--- config.mk ---
export PLATFORM = sky130hd
export DESIGN_NAME = bcp_base
export DESIGN_NICKNAME = d
export VERILOG_FILES = /design/src/rtl/sat_bin_pkg.sv /design/src/rtl/var_merge.sv /design/src/rtl/bcp_base.sv
export SDC_FILE = /design/constraint.sdc
export NUM_CORES = 1
export LEC_CHECK = 0
export CAP_MARGIN = 20
export CORE_MARGIN = 2
export CORE_UTILIZATION = 40
export CTS_CLUSTER_SIZE = 14
export DETAILED_ROUTE_END_ITERATION = 10
export PLACE_DENSITY = 0.74
export SKIP_LAST_GASP = 1
export SYNTH_ARGS = -nofsm -noshare
export SYNTH_HDL_FRONTEND = slang
export SYNTH_HIERARCHICAL = 1
export SYNTH_SLANG_ARGS = --single-unit
--- constraint.sdc ---
create_clock -name clk -period 12.4 [get_ports clk]
set_input_delay 1.86 -clock clk [delete_from_list [all_inputs] [get_ports clk]]
set_output_delay 1.86 -clock clk [all_outputs]
set_load 0.1 [all_outputs]
--- src/rtl/sat_bin_pkg.sv ---
`default_nettype none
// ============================================================================
// Module      : sat_bin_pkg
// Description : Shared variable-word encodings and BCP controller states.
// Revision    : 1.0 - initial release
// ============================================================================
package sat_bin_pkg;

    localparam int VAR_W = 3;

    // Low two bits of a variable word; bit 2 is the drv flag
    localparam logic [1:0] FREE  = 2'b00;
    localparam logic [1:0] FALSE = 2'b01;
    localparam logic [1:0] TRUE  = 2'b10;
    localparam logic [1:0] CONFL = 2'b11;

    typedef enum logic [2:0] {
        ST_IDLE  = 3'd0,
        ST_PROP  = 3'd1,
        ST_DONE  = 3'd2,
        ST_CONFL = 3'd3,
        ST_BTRK  = 3'd4
    } state_t;

endpackage
`default_nettype wire

--- src/rtl/var_merge.sv ---
`default_nettype none
// ============================================================================
// Module      : var_merge
// Description : Merges all clause requests for one variable into its next word.
// Revision    : 1.0 - initial release
// ============================================================================
module var_merge
    import sat_bin_pkg::*;
#(
    parameter int NUM_CLAUSES = 4
) (
    input  logic [NUM_CLAUSES*VAR_W-1:0] clause_words_i,
    input  logic [VAR_W-1:0]             cur_i,
    output logic [VAR_W-1:0]             next_o,
    output logic                         new_imp_o,
    output logic                         conflict_o
);

    logic w_true_req;
    logic w_false_req;
    logic w_bad_word;
    logic w_opposed;

    always_comb begin
        w_true_req  = 1'b0;
        w_false_req = 1'b0;
        w_bad_word  = 1'b0;
        for (int k = 0; k < NUM_CLAUSES; k++) begin
            if (clause_words_i[k*VAR_W+2]) begin
                if (clause_words_i[k*VAR_W +: 2] == TRUE)  w_true_req  = 1'b1;
                if (clause_words_i[k*VAR_W +: 2] == FALSE) w_false_req = 1'b1;
                if (clause_words_i[k*VAR_W +: 2] == CONFL) w_bad_word  = 1'b1;
            end
        end
    end

    // A variable already in conflict is opposed by any request at all
    assign w_opposed  = (w_true_req  && (cur_i[1:0] == FALSE)) ||
                        (w_false_req && (cur_i[1:0] == TRUE))  ||
                        ((w_true_req || w_false_req) && (cur_i[1:0] == CONFL));

    assign conflict_o = w_bad_word || (w_true_req && w_false_req) || w_opposed;
    assign new_imp_o  = !w_bad_word && (cur_i[1:0] == FREE) && (w_true_req ^ w_false_req);
    assign next_o     = new_imp_o ? {1'b1, (w_true_req ? TRUE : FALSE)} : cur_i;

endmodule
`default_nettype wire

--- src/rtl/bcp_base.sv ---
`default_nettype none
// ============================================================================
// Module      : bcp_base
// Description : Boolean constraint propagation controller for one variable bin.
// Revision    : 1.0 - initial release
// ============================================================================
module bcp_base
    import sat_bin_pkg::*;
#(
    parameter int NUM_VARS_A_BIN = 8,
    parameter int NUM_CLAUSES    = 4,
    parameter int MAX_ITER       = 15
) (
    input  logic                                    clk,
    input  logic                                    rst,
    input  logic                                    load_i,
    input  logic [NUM_VARS_A_BIN*VAR_W-1:0]         var_value_i,
    input  logic                                    start_i,
    input  logic                                    backtrack_i,
    output logic [NUM_VARS_A_BIN*VAR_W-1:0]         var_value_frombase_o,
    input  logic [NUM_CLAUSES*NUM_VARS_A_BIN*VAR_W-1:0] var_value_tobase_i,
    output logic                                    apply_backtrack_o,
    output logic                                    busy_o,
    output logic                                    done_o,
    output logic                                    conflict_o,
    output logic [4:0]                              imp_cnt_o
);

    localparam int c_TAB_W  = NUM_VARS_A_BIN * VAR_W;
    localparam int c_ITER_W = (MAX_ITER > 1) ? $clog2(MAX_ITER + 1) : 1;
    localparam int c_CNT_W  = $clog2(NUM_VARS_A_BIN + 1);
    localparam int c_SUM_W  = ((c_CNT_W > 5) ? c_CNT_W : 5) + 1;

    state_t                r_state;
    logic [c_TAB_W-1:0]    r_table;
    logic [c_ITER_W-1:0]   r_iter;
    logic [4:0]            r_imp_cnt;
    logic                  r_busy;
    logic                  r_done;
    logic                  r_conflict;
    logic                  r_apply_bt;

    logic [c_TAB_W-1:0]        w_next_table;
    logic [c_TAB_W-1:0]        w_bt_table;
    logic [NUM_VARS_A_BIN-1:0] w_new_imp;
    logic [NUM_VARS_A_BIN-1:0] w_conflict;
    logic [c_CNT_W-1:0]        w_imp_add;
    logic [c_SUM_W-1:0]        w_imp_sum;
    logic [4:0]                w_imp_sat;

    generate
        for (genvar v = 0; v < NUM_VARS_A_BIN; v++) begin : g_var
            logic [NUM_CLAUSES*VAR_W-1:0] w_words;

            // Gather this variable's word from every clause slice
            for (genvar k = 0; k < NUM_CLAUSES; k++) begin : g_cl
                assign w_words[k*VAR_W +: VAR_W] =
                    var_value_tobase_i[(k*NUM_VARS_A_BIN + v)*VAR_W +: VAR_W];
            end

            var_merge #(
                .NUM_CLAUSES (NUM_CLAUSES)
            ) u_var_merge (
                .clause_words_i (w_words),
                .cur_i          (r_table[v*VAR_W +: VAR_W]),
                .next_o         (w_next_table[v*VAR_W +: VAR_W]),
                .new_imp_o      (w_new_imp[v]),
                .conflict_o     (w_conflict[v])
            );

            assign w_bt_table[v*VAR_W +: VAR_W] =
                r_table[v*VAR_W+2] ? '0 : r_table[v*VAR_W +: VAR_W];
        end
    endgenerate

    always_comb begin
        w_imp_add = '0;
        for (int v = 0; v < NUM_VARS_A_BIN; v++) begin
            w_imp_add = w_imp_add + c_CNT_W'(w_new_imp[v]);
        end
    end

    assign w_imp_sum = c_SUM_W'(r_imp_cnt) + c_SUM_W'(w_imp_add);
    assign w_imp_sat = (w_imp_sum > c_SUM_W'(31)) ? 5'd31 : w_imp_sum[4:0];

    always_ff @(posedge clk) begin
        if (rst) begin
            r_state    <= ST_IDLE;
            r_table    <= '0;
            r_iter     <= '0;
            r_imp_cnt  <= '0;
            r_busy     <= 1'b0;
            r_done     <= 1'b0;
            r_conflict <= 1'b0;
            r_apply_bt <= 1'b0;
        end else begin
            r_done     <= 1'b0;
            r_conflict <= 1'b0;
            r_apply_bt <= 1'b0;
            case (r_state)
                ST_IDLE: begin
                    if (backtrack_i) begin
                        r_state    <= ST_BTRK;
                        r_busy     <= 1'b1;
                        r_apply_bt <= 1'b1;
                    end else if (load_i) begin
                        r_table   <= var_value_i;
                        r_imp_cnt <= '0;
                    end else if (start_i) begin
                        r_state <= ST_PROP;
                        r_iter  <= '0;
                        r_busy  <= 1'b1;
                    end
                end
                ST_PROP: begin
                    r_iter <= r_iter + c_ITER_W'(1);
                    if (|w_conflict) begin
                        r_state    <= ST_CONFL;
                        r_conflict <= 1'b1;
                    end else begin
                        r_table   <= w_next_table;
                        r_imp_cnt <= w_imp_sat;
                        if (!(|w_new_imp)) begin
                            r_state <= ST_DONE;
                            r_done  <= 1'b1;
                        end else if (r_iter == c_ITER_W'(MAX_ITER - 1)) begin
                            r_state    <= ST_CONFL;
                            r_conflict <= 1'b1;
                        end
                    end
                end
                ST_DONE, ST_CONFL: begin
                    r_state <= ST_IDLE;
                    r_busy  <= 1'b0;
                end
                ST_BTRK: begin
                    r_table   <= w_bt_table;
                    r_imp_cnt <= '0;
                    r_state   <= ST_IDLE;
                    r_busy    <= 1'b0;
                end
                default: begin
                    r_state <= ST_IDLE;
                    r_busy  <= 1'b0;
                end
            endcase
        end
    end

    assign var_value_frombase_o = r_table;
    assign apply_backtrack_o    = r_apply_bt;
    assign busy_o               = r_busy;
    assign done_o               = r_done;
    assign conflict_o           = r_conflict;
    assign imp_cnt_o            = r_imp_cnt;

endmodule
`default_nettype wire

== After elaboration in Yosys (flattened, before gate mapping) ==
Cells that the tools add are included.
Word-level totals
  bits in registers: 40
  input port bits: 125
  output and inout bits: 33
  logic and storage cells: 567
Cells by class
  $add $sub $neg: 9
  order comparisons: 1
  equal/unequal tests: 147
  multiplexer cells: 245
  bitwise operators: 10
  reduce and logical (&&, ||, !) cells: 132
Operators with widths (count)
  two-way mux 1 bit: 200
  equality test 2 bit (second input constant): 80
  equality test 2 x 1 -> 1 bit (second input constant): 40
  two-way mux 24 bit: 3
  one-hot mux 24 bit (3 select lines): 1
  logical AND 1 bit: 48
  AND reduction 6 bit: 8
  two-way mux 3 bit: 14
  logical OR 1 bit: 40
  AND reduction 5 bit: 8
  two-way mux 2 bit: 16
  != test 2 bit (second input constant): 13
  two-way mux 5 bit: 4
  adder 4 x 1 -> 4 bit: 4
  logical NOT 2 bit: 8
  != test 2 x 1 -> 1 bit (second input constant): 8
  OR reduction 8 bit: 2
  one-hot mux 5 bit (3 select lines): 1
  two-way mux 4 bit: 3
  OR reduction 10 bit: 1
  logical NOT 1 bit: 8
  one-hot mux 4 bit (2 select lines): 1
  AND reduction 4 bit: 2
  bitwise XOR 1 bit: 8
  other kinds (19): 23

== Depth between registers and ports, before layout ==
Gate-level depths: netlist of the first run.
  depth in word-level cells: 24
  mapped depth: 20
  mapped depth without buffers: 20

== Hierarchy ==
Netlist of the first run, hierarchy kept.
Modules (own cells, without submodules)
  bcp_base: times used 1, cells each 271, area each 2326.0 um^2
  var_merge at g_var[1].u_var_merge ...: times used 7, cells each 30, area each 166.4 um^2
  var_merge at g_var[0].u_var_merge: times used 1, cells each 26, area each 172.7 um^2

== Worst setup path before layout of the first run ==
No wires, ideal clock.
  path kind: input-to-reg
  from: in var_value_tobase_i[25]
  to: reg r_imp_cnt[3], in the netlist imp_cnt_o[3]
  setup time: 0.129 ns
  arrival time: 5.952 ns
  slack: 6.320 ns
  stages on the path: 17
  cell sequence: and3b_1 a311oi_1 inv_1 ha_1 or4b_4 inv_2 fa_1 inv_1 fa_1 fa_1 inv_1 fa_1 a211oi_1 nor2_1 or3_1 o2111ai_1 o21ai_0
On the way
  longest elaborated chain between the ends: 22
Ends and longest elaborated chain
  start, declared: line bcp_base.sv:21  | input logic [NUM_CLAUSES*NUM_VARS_A_BIN*VAR_W-1:0] var_value_tobase_i,
  equality test 2 bit: line var_merge.sv:32  | if (clause_words_i[k*VAR_W +: 2] == CONFL) w_bad_word = 1'b1;
  two-way mux 1 bit: line var_merge.sv:32
  two-way mux 1 bit: line var_merge.sv:29  | if (clause_words_i[k*VAR_W+2]) begin
  two-way mux 1 bit: line var_merge.sv:32
  two-way mux 1 bit: line var_merge.sv:29
  two-way mux 1 bit: line var_merge.sv:32
  two-way mux 1 bit: line var_merge.sv:29
  logical NOT 1 bit: line var_merge.sv:43  | assign new_imp_o = !w_bad_word && (cur_i[1:0] == FREE) && (w_true_req ^ w_false_req);
  (+2 left out)
  named net w_new_imp[0]: line bcp_base.sv:45  | logic [NUM_VARS_A_BIN-1:0] w_new_imp;
  (+1 left out)
  adder 2 x 1 -> 3 bit *: line bcp_base.sv:79  | w_imp_add = w_imp_add + c_CNT_W'(w_new_imp[v]);
  adder 3 x 1 -> 4 bit *: line bcp_base.sv:79
  adder 4 x 1 -> 4 bit * (4 in a row): line bcp_base.sv:79
  adder 5 x 4 -> 6 bit *: line bcp_base.sv:83  | assign w_imp_sum = c_SUM_W'(r_imp_cnt) + c_SUM_W'(w_imp_add);
  greater-than comparator 6 x 5 -> 1 bit: line bcp_base.sv:84  | assign w_imp_sat = (w_imp_sum > c_SUM_W'(31)) ? 5'd31 : w_imp_sum[4:0];
  two-way mux 5 bit *: line bcp_base.sv:84
  two-way mux 5 bit *: line bcp_base.sv:117  | if (|w_conflict) begin
  one-hot mux 5 bit (3 select lines) *: line bcp_base.sv:100  | case (r_state)
  end signal, assigned: line bcp_base.sv:122  | r_imp_cnt <= w_imp_sat;
  end, declared: line bcp_base.sv:37  | logic [4:0] r_imp_cnt;
Mark *: on every way through the listed nets, which the timed path passes. The rest lies on a longest branch. The select of a mux whose other input is x is not followed.
A chain may end at the register's enable or synchronous reset.

== Final worst setup path of the first run ==
  from: in var_value_tobase_i[0]
  to: reg r_imp_cnt[3], in the netlist imp_cnt_o[3]
On the way
  longest elaborated chain between the ends: 24
Ends and longest elaborated chain (line)
  equality test 2 bit: var_merge.sv:32
  two-way mux 1 bit: var_merge.sv:32
  two-way mux 1 bit: var_merge.sv:29
  two-way mux 1 bit: var_merge.sv:32
  two-way mux 1 bit: var_merge.sv:29
  two-way mux 1 bit: var_merge.sv:32
  two-way mux 1 bit: var_merge.sv:29
  two-way mux 1 bit: var_merge.sv:32
  (+4 left out)
  named net w_new_imp[0]: bcp_base.sv:45
  (+1 left out)
  adder 2 x 1 -> 3 bit *: bcp_base.sv:79
  adder 3 x 1 -> 4 bit *: bcp_base.sv:79
  adder 4 x 1 -> 4 bit * (4 in a row): bcp_base.sv:79
  adder 5 x 4 -> 6 bit *: bcp_base.sv:83
  greater-than comparator 6 x 5 -> 1 bit: bcp_base.sv:84
  two-way mux 5 bit *: bcp_base.sv:84
  two-way mux 5 bit *: bcp_base.sv:117
  one-hot mux 5 bit (3 select lines) *: bcp_base.sv:100
Marked as above.

==> out/results.tsv, run 1 <==
metric	value	unit
Power Dens Cells	94.66	nW/um^2
grt ovf	0	
Num CTS Buffers	5	
Yosys top cell area share	21.86	%
Vias	4289	
DR vias/cell	5.570	
core area	8806	sq um
Layout fillers	810	
fin. max-slew vios	0	
largest cells by area after synthesis	dfxtp_1 (22%), nand2_1 (8.3%), nand3_1 (5.7%)	
Worst Skew	0.006102	ns
Yosys warnings	6	
Required @ worst endpoint	12.55	ns
Post-CTS Setup Bufs	0	
Detail Route Antenna Nets	0	
Final Cycle Share	53.58	%
H-tree lvl count	2	
Slew @ Worst Pin	1.012	ns
CP Class	input port to flip-flop	
Clock Root Buffer	clkbuf_8	
Die W	99.70	um
HP Start	imp_cnt_o[2]	
commonest non-fill, non-tap cell in the layout	clkdlybuf4s50_1	
post-synthesis cell type count	51	
final core occ	61.48	%
arrival time of the worst setup path	6.79	ns
Slew headroom	32.33	%
pre-CTS setup slack	5.435	ns
Area Overhead vs Synth	47.78	%
Seq/Total Area, Yosys	21.86	%
Critical R2R Launch	var_value_frombase_o[1]	
Diodes inserted	0	
CP endpoint kind	flip-flop	
Skew-Pair Late Insertion Delay	0.29	ns
Worst VDD drop	0.00004763	V
total track usage	22.39	%
# setup viols final	0	
Hold Slack	0.4949	ns
syn nets	653	
hold_buf cts	0	
die area	9940	sq um
syn_area_per_cell	7.226	sq um
CTS sink cnt	40	
GP Congestion	0.8310	
R2R Path End	imp_cnt_o[3]	
# DRC	0	
# rows	34	
Post-synth EDFFs	0	
CTS resizes	0	
FF-to-FF path depth	13	
worst min-delay path class	flip-flop to flip-flop	
Hold Path Depth	2	
fraction of registers with async set/reset	0	%
I/O pins	158	
Final nets	807	
Max-Cap Viols	0	
Cells after Synth	507	
RSZ-0062 raised after global routing	false	
Fmax	150.5	MHz
endpoints failing hold	0	
Setup TNS	0	ns
worst hold endpoint	imp_cnt_o[2]	
I/O Buffers	157	
Clock Pin Slew Worst Setup and Hold Paths	0.08	ns
r2r setup slk	8.41	ns
routed wire length	11300	um
DR iter-0 viols	177	
worst-path maximum fanout	4	
Die Ht	99.70	um
Worst setup SP type	input port	
CTS tree	done	
share of cells above drive strength 1	8.912	%
largest net degree at the start of global routing	40	
first-pass GRT wire length	18640	um
Mapped Area	3664	sq um
WL per Instance	14.68	um
DR pass1 iterations	5	
count of state elements after synthesis	40	
commonest cells after routing, fill and taps aside	clkdlybuf4s50_1 (157), nand2_1 (81), nor2_1 (52)	
status	finished, final reports clean	
Leak Pwr	2.277	nW
vias in the first global route	4149	
ys flop type	dfxtp_1	
initial antenna violation count	0	
Max clock buf depth	2	
DP HPWL	9136	um
Final min period	6.644	ns
Pwr Total	512.5	uW
final setup margin	5.756	ns
cell taking the most area after synthesis	dfxtp_1	
Initial Utilization	41.60	%
[logic make-up (layout without fill, tap and decap cells)]
logic type               count (synthesis)  in the layout  share of synthesized area, %
adder cells (fa/ha/maj)                 21             21                         8.197
buffers and inverters                   41            196                         4.850
XOR/XNOR                                 4              4                        0.9565
flip-flops                              40             40                         21.86
AND/OR/NAND/NOR                        272            272                         38.56
AO/OA/AOI/OAI                          129            129                         25.58
[metrics by stage]
stage / cells / cell area (sq um)
global route: 770 / 5414
detailed placement: 761 / 5316
CTS: 769 / 5406
global placement: 761 / 5316
finish: 770 / 5414
floorplan: 507 / 3664
[Yosys cell counts (2+ instances only)]
cell type,count
nor3_2,6
a21o_1,16
nor2_2,7
inv_2,8
nor2_1,52
nor4_2,2
a22oi_1,16
nand2_1,81
xnor2_1,2
nand4_1,4
or2_2,14
nor3_1,13
a221o_1,7
nor4_1,3
o211ai_1,3
dfxtp_1,40
o21ai_1,14
clkbuf_1,5
a211oi_1,21
nor4b_1,2
o21a_1,4
o22ai_1,14
ha_1,16
o21ai_0,3
nor3b_4,2
nand3b_1,19
o21bai_1,2
buf_4,3
a21oi_1,17
nor2b_1,10
a211oi_2,7
nand3_1,42
or3_1,8
fa_1,5
xor2_1,2
inv_1,19
buf_2,4
[worst max-delay path by stage]
stage	startpoint	end	slack, ns	cells past startpoint
5_1_grt	var_value_tobase_i[0]	imp_cnt_o[3]	5.45	19
3_3_place_gp	var_value_tobase_i[24]	imp_cnt_o[3]	5.57	18
6_report	var_value_tobase_i[0]	imp_cnt_o[3]	5.76	19
3_5_place_dp	var_value_tobase_i[0]	imp_cnt_o[3]	5.44	19
4_1_cts	var_value_tobase_i[0]	imp_cnt_o[3]	5.76	19
2_1_floorplan	var_value_tobase_i[25]	imp_cnt_o[3]	6.32	17
[registers in the layout (all words and copies together), names as in the netlist]
register              count
r_state                   3
apply_backtrack_o         1
r_iter                    4
imp_cnt_o                 5
var_value_frombase_o     24
busy_o                    1
conflict_o                1
done_o                    1
[metal layers]
metal | track usage (%) | up-vias | share of wire, %
li1 | - | 2153 | -
met1 | 27.14 | 1977 | 44
met2 | 40.96 | 142 | 48
met3 | 3.865 | 17 | 6.6
met4 | 5.479 | 0 | 1.4
met5 | 0 | - | 0
[where the power goes]
part,switching (mW),internal (mW),total (mW)
clock,0.0441,0.0454,0.0896
combinational,0.161,0.111,0.273
sequential,0.0122,0.138,0.150
total,0.218,0.295,0.512
[cell type report]
type | count | area, sq um | share of cell area [%]
Clock buffer | 8 | 90.09 | 1.664
Inverter | 27 | 101.3 | 1.872
Multi-Input combinational cell | 426 | 2685 | 49.60
Sequential cell | 40 | 800.8 | 14.79
Tap cell | 108 | 135.1 | 2.496
Timing Repair Buffer | 161 | 1602 | 29.58
[worst max-delay path, stage by stage]
cell and delay [ns]:
clkdlybuf4s50_1 0.49, nand3b_1 0.12, o21ai_0 0.10, a311oi_1 0.43, inv_1 0.10, ha_1 0.29
or4b_4 0.47, inv_2 0.11, fa_1 0.42, inv_1 0.07, fa_1 0.42, fa_1 0.50
inv_1 0.05, fa_1 0.38, a211oi_1 0.33, nor2_1 0.14, or3_1 0.32, o2111ai_1 0.10
o21ai_0 0.10
Power figures use the tool's default switching activity.
==> run 2, diff against run 1 <==
--- a/config.mk
+++ b/config.mk
@@ -7,10 +7,10 @@
 export LEC_CHECK = 0
 export CAP_MARGIN = 20
 export CORE_MARGIN = 2
-export CORE_UTILIZATION = 40
+export CORE_UTILIZATION = 39
 export CTS_CLUSTER_SIZE = 14
 export DETAILED_ROUTE_END_ITERATION = 10
-export PLACE_DENSITY = 0.74
+export PLACE_DENSITY = 0.76
 export SKIP_LAST_GASP = 1
 export SYNTH_ARGS = -nofsm -noshare
 export SYNTH_HDL_FRONTEND = slang
==> constraint.sdc (replaced) <==
create_clock -name clk -period 5.8 [get_ports clk]
set_input_delay 0.87 -clock clk [delete_from_list [all_inputs] [get_ports clk]]
set_output_delay 0.87 -clock clk [all_outputs]
set_load 0.1 [all_outputs]
==> run 2 against run 1 <==
  * Final cell count rose by 1.0%
  * Clock skew is 0.0034 ns higher
  * Sequential share of layout area fell by 0.21 points
  * Critical path depth shrank 1
  * Sequential power up 110%
  * Register-to-register slack lost 6.6 ns
  * First-iteration DRC count up 49%
  * Largest power group unchanged
  * Highest routed layer unchanged
==> out/results.tsv, run 2 (synthesized netlist as in run 1, its figures left out) <==
metric	value	unit	change
status	finished, final reports clean		
share of cells above drive strength 1	10.04	%	+1.1 points
H-tree lvl count	2		unchanged
DR pass1 iterations	5		unchanged
crit path cell chain	clkdlybuf4s50_1, and3b_1, a311oi_1, inv_1, ha_1, or4b_4, inv_2, fa_1, inv_1, fa_1, fa_1, inv_1, fa_1, a211oi_1, nor2_1, or3_1, o2111ai_1, o21ai_0		
Pwr Total	1.165	mW	+130%
Initial Utilization	39.84	%	-1.8 points
r2r setup slk	1.84	ns	-6.57 ns
Final nets	812		+0.62%
die area	10180	sq um	+2.5%
Fmax	183.4	MHz	
worst-path maximum fanout	3		-1
highest-delay cell along the critical path	fa_1		
CTS sink cnt	40		unchanged
core area	9196	sq um	+4.4%
WL per Instance	14.60	um	-0.52%
# setup viols final	0		unchanged
cell mode on critical path	fa_1		
Hold Slack	0.4814	ns	-0.01355 ns
Post-CTS Setup Bufs	0		unchanged
arrival time of the worst setup path	5.61	ns	-1.18 ns
met2 Use GR	39.18	%	-1.8 points
CP Class	input port to flip-flop		
Final Cycle Share	93.99	%	
Required @ worst endpoint	5.96	ns	-6.59 ns
Area Overhead vs Synth	49.86	%	
layer with the highest usage	met2		
hold_buf cts	0		unchanged
RSZ-0062 raised after global routing	false		
Clock Pin Slew Worst Setup and Hold Paths	0.08	ns	about the same
Skew-Pair Late Insertion Delay	0.31	ns	+0.02 ns
routed wire length	11360	um	+0.51%
CP delay by family, top	adder cells		
CTS resizes	0		unchanged
commonest cells after routing, fill and taps aside	clkdlybuf4s50_1 (156), nand2_1 (81), nor2_1 (52)		
met3 global-route usage	4.993	%	+1.1 points
Num CTS Buffers	5		unchanged
fin. max-slew vios	0		unchanged
Die Ht	100.9	um	+1.2%
DR vias/cell	5.522		-0.87%
total track usage	21.98	%	-0.41 points
largest net degree at the start of global routing	40		unchanged
DP HPWL	9129	um	about the same
max reg flops	24		unchanged
I/O Buffers	157		unchanged
Final min period	5.452	ns	
Max-Cap Viols	0		unchanged
Slew headroom	31.72	%	-0.61 points
CTS tree	done		
Worst Skew	0.009484	ns	+0.003382 ns
Worst Path Buf+Inv	5		unchanged
Worst setup SP type	input port		
GR Util met1	26.55	%	-0.59 points
Leak Pwr	2.323	nW	+2.0%
Die W	100.9	um	+1.2%
vias in the first global route	4018		-3.2%
I/O pins	158		unchanged
# DRC	0		unchanged
Detail Route Antenna Nets	0		unchanged
Clock Root Buffer	clkbuf_8		
Worst VDD drop	0.00009953	V	+110%
GP Congestion	0.9081		+9.3%
Max clock buf depth	2		unchanged
CP endpoint kind	flip-flop		
commonest non-fill, non-tap cell in the layout	clkdlybuf4s50_1		
Vias	4296		+0.16%
Diodes inserted	0		unchanged
Slew @ Worst Pin	1.021	ns	+0.009070 ns
endpoints failing hold	0		unchanged
DR iter-0 viols	264		+49%
worst min-delay path class	flip-flop to flip-flop		
Power Dens Cells	212.2	nW/um^2	+120%
Setup TNS	0	ns	unchanged
initial antenna violation count	0		unchanged
# rows	35		+2.9%
first-pass GRT wire length	18280	um	-1.9%
grt ovf	0		unchanged
Critical Path Max Stage Delay	0.50	ns	about the same
## run 2: changes by cell type in the layout (fill, tap and decap cells not counted), sizes merged
cell / previous run / this run
buf: 4 / 10
bufinv: 0 / 1
clkbuf: 8 / 7
clkdlybuf4s50: 157 / 156
## run 2: power by group
group | total [mW] | switching [mW] | leakage, nW | internal [mW]
Combinational | 0.591 | 0.347 | 1.93 | 0.244
Sequential | 0.321 | 0.0264 | 0.328 | 0.295
Clock | 0.253 | 0.101 | 0.0645 | 0.152
## run 2: stage by stage
stage / std cells / instance area, sq um / setup slack, ns / utilization [%]
CTS: 777 / 5479 / 0.3430 / 59.58
global placement: 769 / 5353 / 0.1242 / 58.20
global route: 778 / 5490 / 0.02977 / 59.70
detailed placement: 769 / 5353 / 0.02054 / 58.20
floorplan: 507 / 3664 / 0.7095 / -
finish: 778 / 5490 / 0.3484 / 59.70
## run 2: path summary, 6_finish.rpt
kind         depth (start not counted)      endpoint                    start
max reg2reg                         13  imp_cnt_o[3]  var_value_frombase_o[1]
min reg2reg                          2  imp_cnt_o[2]             imp_cnt_o[2]
min                                  2  imp_cnt_o[2]             imp_cnt_o[2]
max                                 18  imp_cnt_o[3]   var_value_tobase_i[24]
## run 2: worst reg2reg max path, cell delays in order (launching register included)
cell and delay, ns:
dfxtp_1 0.35, or4b_4 0.57, inv_2 0.09, fa_1 0.41, inv_1 0.07, fa_1 0.42
fa_1 0.50, inv_1 0.06, fa_1 0.39, a211oi_1 0.32, nor2_1 0.14, or3_1 0.33
o2111ai_1 0.10, o21ai_0 0.09
## run 2: metal layers
layer	share of wire [%]	up-vias
li1	-	2160
met1	42	1983
met2	48	141
met3	7.7	12
met4	1.4	0
met5	0	-
## run 2: layout make-up
cell class / count / area [sq um]
clock buffer: 7 / 96.34
tap: 111 / 138.9
sequential: 40 / 800.8
multi-input combinational: 426 / 2685
inverter: 27 / 101.3
timing repair buffer: 166 / 1638
fill: 852 / 3706
clock inverter: 1 / 30.03
